`config.mk`:
```
export PLATFORM = sky130hd
export DESIGN_NAME = alu_arbiter
export DESIGN_NICKNAME = d
export VERILOG_FILES = /design/src/rtl/alu_arbiter.sv
export SDC_FILE = /design/constraint.sdc
export NUM_CORES = 1
export LEC_CHECK = 0
export CORE_ASPECT_RATIO = 0.5
export CORE_MARGIN = 2
export CORE_UTILIZATION = 39
export CTS_CLUSTER_DIAMETER = 50
export CTS_CLUSTER_SIZE = 28
export DETAILED_ROUTE_END_ITERATION = 10
export GPL_TIMING_DRIVEN = 0
export PLACE_DENSITY = 0.81
export SLEW_MARGIN = 20
export SYNTH_ARGS = -nofsm -noshare
export SYNTH_HDL_FRONTEND = slang
export SYNTH_SLANG_ARGS = --single-unit
```
`constraint.sdc`:
```
create_clock -name clk -period 2 [get_ports clk]
set_input_delay 0.4 -clock clk [delete_from_list [all_inputs] [get_ports clk]]
set_output_delay 0.4 -clock clk [all_outputs]
set_load 0.02 [all_outputs]
```
`src/rtl/alu_arbiter.sv`:
```
// -----------------------------------------------------------------------------
// alu_arbiter
//
// Arbitrates two requesters onto one shared combinational ALU. One operation
// is in flight at a time: IDLE accepts a request, EXEC captures the ALU result,
// RESP holds the result until the consumer takes it. When both requesters are
// valid in IDLE, the priority pointer picks; after each completed response the
// pointer moves to the requester that was not just served.
//
// Ports
//   clk, rst_n                  clock, asynchronous active-low reset
//   reqN_valid / reqN_ready     requester N handshake (ready is combinational)
//   reqN_a, reqN_b              requester N operands
//   reqN_ctrl                   {A_or_L, S_or_U, OpCode[1:0]}
//   resp_valid / resp_ready     response handshake
//   resp_id, resp_data          owner and registered result of the response
//   alu_a, alu_b, alu_a_or_l,
//   alu_s_or_u, alu_opcode      operands/modes to the shared ALU (registered)
//   alu_result                  combinational result from the shared ALU
//   busy                        high whenever the FSM is not in IDLE
//   ops_done                    count of completed responses (wraps)
// -----------------------------------------------------------------------------
module alu_arbiter #(
    parameter int WIDTH = 32
) (
    input  logic             clk,
    input  logic             rst_n,

    input  logic             req0_valid,
    output logic             req0_ready,
    input  logic [WIDTH-1:0] req0_a,
    input  logic [WIDTH-1:0] req0_b,
    input  logic [3:0]       req0_ctrl,

    input  logic             req1_valid,
    output logic             req1_ready,
    input  logic [WIDTH-1:0] req1_a,
    input  logic [WIDTH-1:0] req1_b,
    input  logic [3:0]       req1_ctrl,

    output logic             resp_valid,
    input  logic             resp_ready,
    output logic             resp_id,
    output logic [WIDTH-1:0] resp_data,

    output logic [WIDTH-1:0] alu_a,
    output logic [WIDTH-1:0] alu_b,
    output logic             alu_a_or_l,
    output logic             alu_s_or_u,
    output logic [1:0]       alu_opcode,
    input  logic [WIDTH-1:0] alu_result,

    output logic             busy,
    output logic [15:0]      ops_done
);

    typedef enum logic [1:0] {
        IDLE = 2'd0,
        EXEC = 2'd1,
        RESP = 2'd2
    } state_t;

    state_t             state_q,      state_d;
    logic               ptr_q,        ptr_d;
    logic [WIDTH-1:0]   a_q,          a_d;
    logic [WIDTH-1:0]   b_q,          b_d;
    logic [3:0]         ctrl_q,       ctrl_d;
    logic               gnt_q,        gnt_d;
    logic [WIDTH-1:0]   resp_data_q,  resp_data_d;
    logic               resp_id_q,    resp_id_d;
    logic [15:0]        ops_done_q,   ops_done_d;
    logic               resp_valid_q, resp_valid_d;
    logic               busy_q,       busy_d;

    logic idle;
    logic any_valid;
    logic gnt_sel;   // index of the requester that would be granted now
    logic accept;

    assign idle      = (state_q == IDLE);
    assign any_valid = req0_valid | req1_valid;
    // Both valid: pointer decides. Otherwise the lone valid one (req1 iff valid).
    assign gnt_sel   = (req0_valid & req1_valid) ? ptr_q : req1_valid;
    assign accept    = idle & any_valid;

    // NOTE: rst_n gates the readies combinationally so they read 0 while reset
    // is held, even though the state register already sits at IDLE.
    assign req0_ready = rst_n & accept & ~gnt_sel;
    assign req1_ready = rst_n & accept &  gnt_sel;

    // NOTE: every _d starts as its _q so no path through the case leaves a
    // signal unassigned; that is what keeps this block free of latches.
    always_comb begin
        state_d     = state_q;
        ptr_d       = ptr_q;
        a_d         = a_q;
        b_d         = b_q;
        ctrl_d      = ctrl_q;
        gnt_d       = gnt_q;
        resp_data_d = resp_data_q;
        resp_id_d   = resp_id_q;
        ops_done_d  = ops_done_q;

        case (state_q)
            IDLE: begin
                if (accept) begin
                    a_d     = gnt_sel ? req1_a    : req0_a;
                    b_d     = gnt_sel ? req1_b    : req0_b;
                    ctrl_d  = gnt_sel ? req1_ctrl : req0_ctrl;
                    gnt_d   = gnt_sel;
                    state_d = EXEC;
                end
            end
            EXEC: begin
                resp_data_d = alu_result;
                resp_id_d   = gnt_q;
                state_d     = RESP;
            end
            RESP: begin
                if (resp_ready) begin
                    ptr_d      = ~resp_id_q;
                    ops_done_d = ops_done_q + 16'd1;
                    state_d    = IDLE;
                end
            end
            default: state_d = IDLE;
        endcase

        // Status outputs are registered from the next state so they line up
        // exactly with state_q.
        resp_valid_d = (state_d == RESP);
        busy_d       = (state_d != IDLE);
    end

    // NOTE: sequential state uses non-blocking assignments only, so every flop
    // samples the values computed before this edge.
    always_ff @(posedge clk or negedge rst_n) begin
        if (!rst_n) begin
            state_q      <= IDLE;
            ptr_q        <= 1'b0;
            a_q          <= '0;
            b_q          <= '0;
            ctrl_q       <= '0;
            gnt_q        <= 1'b0;
            resp_data_q  <= '0;
            resp_id_q    <= 1'b0;
            ops_done_q   <= '0;
            resp_valid_q <= 1'b0;
            busy_q       <= 1'b0;
        end else begin
            state_q      <= state_d;
            ptr_q        <= ptr_d;
            a_q          <= a_d;
            b_q          <= b_d;
            ctrl_q       <= ctrl_d;
            gnt_q        <= gnt_d;
            resp_data_q  <= resp_data_d;
            resp_id_q    <= resp_id_d;
            ops_done_q   <= ops_done_d;
            resp_valid_q <= resp_valid_d;
            busy_q       <= busy_d;
        end
    end

    assign alu_a      = a_q;
    assign alu_b      = b_q;
    assign alu_a_or_l = ctrl_q[3];
    assign alu_s_or_u = ctrl_q[2];
    assign alu_opcode = ctrl_q[1:0];

    assign resp_valid = resp_valid_q;
    assign resp_id    = resp_id_q;
    assign resp_data  = resp_data_q;
    assign busy       = busy_q;
    assign ops_done   = ops_done_q;

endmodule

```
==> impl_metrics.py, run 1 <==
metrics = {
    "critical_path": {
        "critPathArrivalTime_ps": 1570,
        "reg2reg_from": "ptr_q$_DFFE_PN0P_",
        "cp_max_fo": 4,
        "critPathBufInv": 3,
        "path_cells": "buf_6 > nor3_4 > clkbuf_8 > and3_1 > buf_6",
        "crit_cells": 5,
        "critPathMostFrequentCell": "buf_6",
        "max_stage_delay_ps": 380,
        "path_class": "reg2out",
        "cp_data_required_time_ps": 1600,
        "rrSetupSlack_ps": 150,
        "crit_family": "buffers and inverters",
        "crit_path_end_kind": "output pin",
        "cp-start-kind": "flop",
        "cp_slowest_cell": "dfrtp_1",
        "timing.rr.end": "alu_b[5]$_DFFE_PN0P_",
        "endpoint": "req0_ready",
        "timing.critical_path.from": "state_q[0]$_DFF_PN0_",
        "reg2reg_depth": 7,
    },
    "die": {
        "io-pin-count": 294,
        "die-area_sq_um": 14800,
        "start_util": 0.398,
        "coreArea_sq_um": 13500,
        "die_h_microns": 86.9,
        "fp-row-count": 30,
        "die_w_microns": 170,
    },
    "timing": {
        "clock.fmax_ghz": 0.507,
        "period_minus_slack_ps": 1970,
        "setup_violations": 0,
        "worst_slack_ps": 26.2,
        "period_share": 0.987,
        "maxSlewHeadroom": 0.631,
        "hold_ws_ps": -126,
        "rsz0062_at_grt": "true",
        "finalMaxSlewViolations": 0,
        "final-hold-violation-count": 68,
        "worstMarginPinSlew_ps": 554,
        "finClkSkew_ps": 8.83,
    },
    "hold_path": {
        "min_path_type": "in2async",
    },
    "yosys": {
        "synth_top_area_frac": 0.574,
        "synth.yosys.seq_area_share": 0.574,
        "syn_area_sq_um": 5370,
        "synth_flop_cell": "dfrtp_1",
        "syn_nets": 627,
        "synth-seq-cells": 123,
        "synthArstFlopShare": 1.00,
        "synth-edff-count": 0,
        "synthTopCellsByCount": "123 x dfrtp_1, 72 x nor2_1, 68 x a21oi_1, 68 x mux2i_1, 32 x mux2_2",
        "synth_warnings": 0,
        "synth_area_leaders": "dfrtp_1 57%, mux2i_1 13%, mux2_2 6.7%",
        "yosysTopAreaCell": "dfrtp_1",
        "syn_inst": 453,
        "synth_area_per_cell_sq_um": 11.8,
        "synth.distinct_cells": 31,
        "yosys.cell_count.top_type": "dfrtp_1",
    },
    "clock_tree": {
        "clk_pin_slew_ps": 60,
        "clkLatencyLatePin_ps": 410,
        "cts-htree-levels": 4,
        "cts.sinks": 123,
        "clockBufferDepth": 2,
        "cts_tree": "done",
        "cts_root_buffer": "clkbuf_16",
        "cts_made_buffers": 17,
    },
    "detailed_routing": {
        "firstDrtPassIters": 4,
        "routed_wl_microns": 17800,
        "antenna_left": 0,
        "vias_per_cell": 4.87,
        "drt_iter0_drc": 242,
        "via_count": 4687,
        "post_drt_wl_per_cell_microns": 18.4,
        "drc": 0,
    },
    "run_status": {
        "status": "finished, violations left",
        "violations": "negative hold slack",
    },
    "layout": {
        "diodes": 0,
        "fin_nets": 948,
        "syn2layout_area_growth_pct": 73.7,
        "drive_gt1_frac": 0.141,
        "finalInstanceArea_sq_um": 9320,
        "final_util": 0.692,
    },
    "place": {
        "pre_cts_slack_ps": -783,
        "placed_area_sq_um": 8550,
        "place_congestion": 0.961,
        "hpwl_microns": 13300,
        "port_buffers": 293,
    },
    "pwr": {
        "power.density_nw_per_um2": 1570,
        "peakVddDrop_uv": 935,
        "p_leak_uw": 0.00413,
        "p_total_uw": 14700,
    },
    "grt": {
        "grt_pass1_wl_microns": 26900,
        "antenna_found_initial": 0,
        "grt-ovfl-total": 0,
        "globalRouteTotalUtil": 0.243,
        "grt_pass1_vias": 4965,
        "grt_max_degree": 70,
    },
    "job": {
        "maxCapViolCount": 0,
    },
}
## stage by stage
step | TNS [ps] | std cells
6_report | 0 | 963
5_1_grt | -29.9 | 963
4_1_cts | 0 | 960
3_5_place_dp | -4100 | 923
3_3_place_gp | -544790 | 922
2_1_floorplan | 0 | 453
## sequential cells by signal, summed over array words and instances (netlist names)
name        cells
resp_valid      1
state_q         2
alu_a          32
ctrl_q          4
resp_id         1
ptr_q           1
busy            1
ops_done       16
alu_b          32
gnt_q           1
resp_data      32
## how the worst min path moves through the flow
stage | from | endpoint | slack [ps] | cells after the start
3_5_place_dp | rst_n | alu_a[25]$_DFFE_PN0P_ | 460 | 1
4_1_cts | rst_n | alu_a[25]$_DFFE_PN0P_ | -120 | 1
5_1_grt | rst_n | alu_a[25]$_DFFE_PN0P_ | -100 | 1
6_report | rst_n | alu_a[25]$_DFFE_PN0P_ | -130 | 1
2_1_floorplan | rst_n | alu_a[0]$_DFFE_PN0P_ | 100 | 0
3_3_place_gp | ops_done[15]$_DFFE_PN0P_ | ops_done[15]$_DFFE_PN0P_ | 460 | 1
## cells by family (layout without fill, tap and decap cells)
logic type,Yosys count,count (layout),synth area share
DFF,123,123,0.574
muxes,100,100,0.194
adders and majority gates,1,1,0.00233
buffers and inverters,34,368,0.0385
AOI/OAI and AO/OA,74,74,0.0697
and+or+nand+nor,106,106,0.0973
xor gates and xnor gates,15,15,0.0245
## worst reg2reg max path, stage by stage, from the launching register on
cell and delay, ps:
dfrtp_1 390, o21ai_1 170, buf_4 180, buf_4 110
buf_4 180, buf_4 240, mux2i_1 340, a21oi_1 120
## metal layers
metal	track usage	wire [microns]	part of all wire	vias to the layer above
li1	-	-	-	2198
met1	0.291	7180	0.40	2337
met2	0.435	9370	0.53	109
met3	0.0436	621	0.035	43
met4	0.112	588	0.033	0
met5	0	0	0	-
## area by class of cell
| class | count | area (sq um) |
|---|---|---|
| multi-input cells | 296 | 2100 |
| inverters | 5 | 18.8 |
| flip-flops and latches | 123 | 3080 |
| fillers | 990 | 4150 |
| clock buffers | 20 | 457 |
| plain buffers | 28 | 196 |
| repair buffers | 303 | 3060 |
| well taps | 176 | 220 |
| clock inverters | 12 | 194 |
## cells in the final DEF (no fill, tap or decap), drive strengths merged, types with 7 or more instances in the layout
cell             n
clkdlybuf4s50  287
dfrtp          123
nor2            72
mux2i           68
a21oi           68
buf             36
mux2            32
clkbuf          25
nand2           11
xor2             8
xnor2            7
## what timing repair did
action                     4_1_cts  5_1_grt
gates resized for setup         23        3
setup endpoints to repair        2        3
cloned                           0        1
buffers inserted                 6        2
hold endpoints to repair        68       68
pin swaps                        2        1
## report_power, final
group | total, uW | leakage (uW) | internal (uW) | switching [uW]
registers | 4270 | 0.00142 | 3630 | 642
clock network | 3410 | 0.000316 | 2270 | 1140
logic | 6990 | 0.00240 | 3400 | 3590
Power figures use the tool's default switching activity.
==> inputs of run 2 (changes only) <==
Settings changed: CORE_MARGIN 2 to 10.
==> impl_metrics.py, run 2 (same netlist as run 1, synthesis figures left out) <==
metrics = {
    "die": {
        "die_w_microns": 186,
        "start_util": 0.397,
        "io-pin-count": 294,
        "die-area_sq_um": 19100,
        "fp-row-count": 30,
        "coreArea_sq_um": 13500,
        "die_h_microns": 103,
    },
    "clock_tree": {
        "cts.sinks": 123,
        "clkLatencyLatePin_ps": 410,
        "cts_made_buffers": 17,
        "cts-htree-levels": 4,
        "clk_pin_slew_ps": 70,
        "cts_root_buffer": "clkbuf_16",
        "clockBufferDepth": 2,
        "cts_tree": "done",
    },
    "layout": {
        "final_cell_mix": "286 x clkdlybuf4s50_1, 123 x dfrtp_1, 72 x nor2_1",
        "mostFrequentLayoutCell": "clkdlybuf4s50_1",
        "drive_gt1_frac": 0.146,
        "stdcell_count": 969,
        "diodes": 0,
        "fin_nets": 954,
        "final_util": 0.694,
        "syn2layout_area_growth_pct": 74.9,
    },
    "detailed_routing": {
        "vias_per_cell": 4.91,
        "drc": 0,
        "antenna_left": 0,
        "via_count": 4759,
        "firstDrtPassIters": 4,
        "post_drt_wl_per_cell_microns": 20.9,
        "drt_iter0_drc": 226,
        "routed_wl_microns": 20300,
    },
    "pwr": {
        "combinationalPowerShare": 0.491,
        "peakVddDrop_uv": 751,
        "p_leak_uw": 0.00417,
        "internal-power_uw": 9050,
        "seqPwrFrac": 0.294,
        "power.share.clock": 0.215,
        "power.density_nw_per_um2": 1550,
        "p_total_uw": 14600,
        "power.share.switching": 0.379,
        "p_sw_uw": 5510,
    },
    "critical_path": {
        "max_stage_delay_ps": 370,
        "cp_slowest_cell": "dfrtp_1",
        "path_class": "reg2out",
        "cp_max_fo": 8,
        "critPathBufInv": 3,
        "critPathArrivalTime_ps": 1540,
        "path_cells": "buf_6 > nor3_4 > buf_8 > and3_4 > buf_6",
        "cp_data_required_time_ps": 1600,
        "cp-start-kind": "flop",
        "crit_path_end_kind": "output pin",
        "critPathMostFrequentCell": "buf_6",
        "crit_family": "buffers and inverters",
    },
    "place": {
        "hpwl_microns": 15600,
        "dp_cells": 923,
        "port_buffers": 293,
        "place_congestion": 0.888,
    },
    "timing": {
        "finClkSkew_ps": 13.3,
        "period_share": 0.972,
        "clock.fmax_ghz": 0.514,
        "rsz0062_at_grt": "true",
        "final-hold-violation-count": 0,
        "period_minus_slack_ps": 1940,
        "finalMaxSlewViolations": 0,
        "setup_violations": 0,
        "maxSlewHeadroom": 0.597,
        "worstMarginPinSlew_ps": 604,
    },
    "grt": {
        "antenna_found_initial": 0,
        "grt_pass1_vias": 5063,
        "globalRouteTotalUtil": 0.207,
        "grt_pass1_wl_microns": 30000,
        "grt-ovfl-total": 0,
        "grt_max_degree": 40,
    },
    "job": {
        "maxCapViolCount": 0,
    },
    "hold_path": {
        "min_path_type": "in2async",
    },
    "run_status": {
        "status": "finished, final reports clean",
    },
}
-- run 2: final cells by class --
| cell class | count | area (sq um) |
|---|---|---|
| clock inverter | 13 | 170 |
| clock buffer | 19 | 433 |
| buffer | 29 | 218 |
| timing repair buffer | 308 | 3140 |
| sequential | 123 | 3080 |
| tap | 176 | 220 |
| inverter | 5 | 18.8 |
| multi-input combinational | 296 | 2100 |
| fill | 1004 | 4130 |
-- run 2: repair_timing --
action | 4_1_cts | 5_1_grt
pin swaps | 1 | 2
hold buffers | 4 | 0
endpoints found under the hold margin | 47 | 0
gates cloned | 1 | 0
setup endpoints to repair | 2 | 3
buffers inserted | 4 | 5
resized for setup | 25 | 4
-- run 2: metrics by stage --
step / worst slack (ps) / hold slack, ps / area, sq um / TNS, ps
3_5_place_dp: -780 / 376 / 8550 / -2790
5_1_grt: -1.86 / 67.3 / 9380 / -2.71
2_1_floorplan: 269 / 104 / 5370 / 0
6_report: 55.1 / 57.8 / 9380 / 0
4_1_cts: 3.23 / 66.1 / 9330 / 0
3_3_place_gp: -4870 / 457 / 8520 / -550460
-- run 2: path summary, 6_finish.rpt --
check / endpoint / startpoint / slack [ps] / cells after the start
hold reg to reg: ops_done[15]$_DFFE_PN0P_ / ops_done[15]$_DFFE_PN0P_ / 470 / 1
setup reg to reg: alu_b[6]$_DFFE_PN0P_ / state_q[0]$_DFF_PN0_ / 340 / 7
hold / removal: alu_a[26]$_DFFE_PN0P_ / rst_n / 60 / 3
min in group clk: ops_done[15]$_DFFE_PN0P_ / ops_done[15]$_DFFE_PN0P_ / 470 / 1
setup / recovery: req0_ready / state_q[0]$_DFF_PN0_ / 60 / 5
max in group asynchronous: resp_data[14]$_DFFE_PN0N_ / rst_n / 1020 / 3
-- run 2: tightest hold or removal path: cells and delay by family --
kind | cells | cell delay, ps
buffers and inverters | 3 | 440
-- run 2: power groups by stage --
stage                     clock, uW  combinational (uW)  sequential (uW)
after CTS                      3170                7130             4260
after global placement            0                6850             4220
after floorplan                   0                2200             5560
after global routing           3300                7570             4410
final                          3140                7150             4280
after detailed placement          0                6980             4290
-- run 2: routing by layer --
| layer | part of all wire | track usage | wire length [microns] |
|---|---|---|---|
| met1 | 0.37 | 0.228 | 7470 |
| met2 | 0.57 | 0.401 | 11600 |
| met3 | 0.046 | 0.0408 | 926 |
| met4 | 0.015 | 0.0523 | 304 |
| met5 | 0 | 0 | 0 |
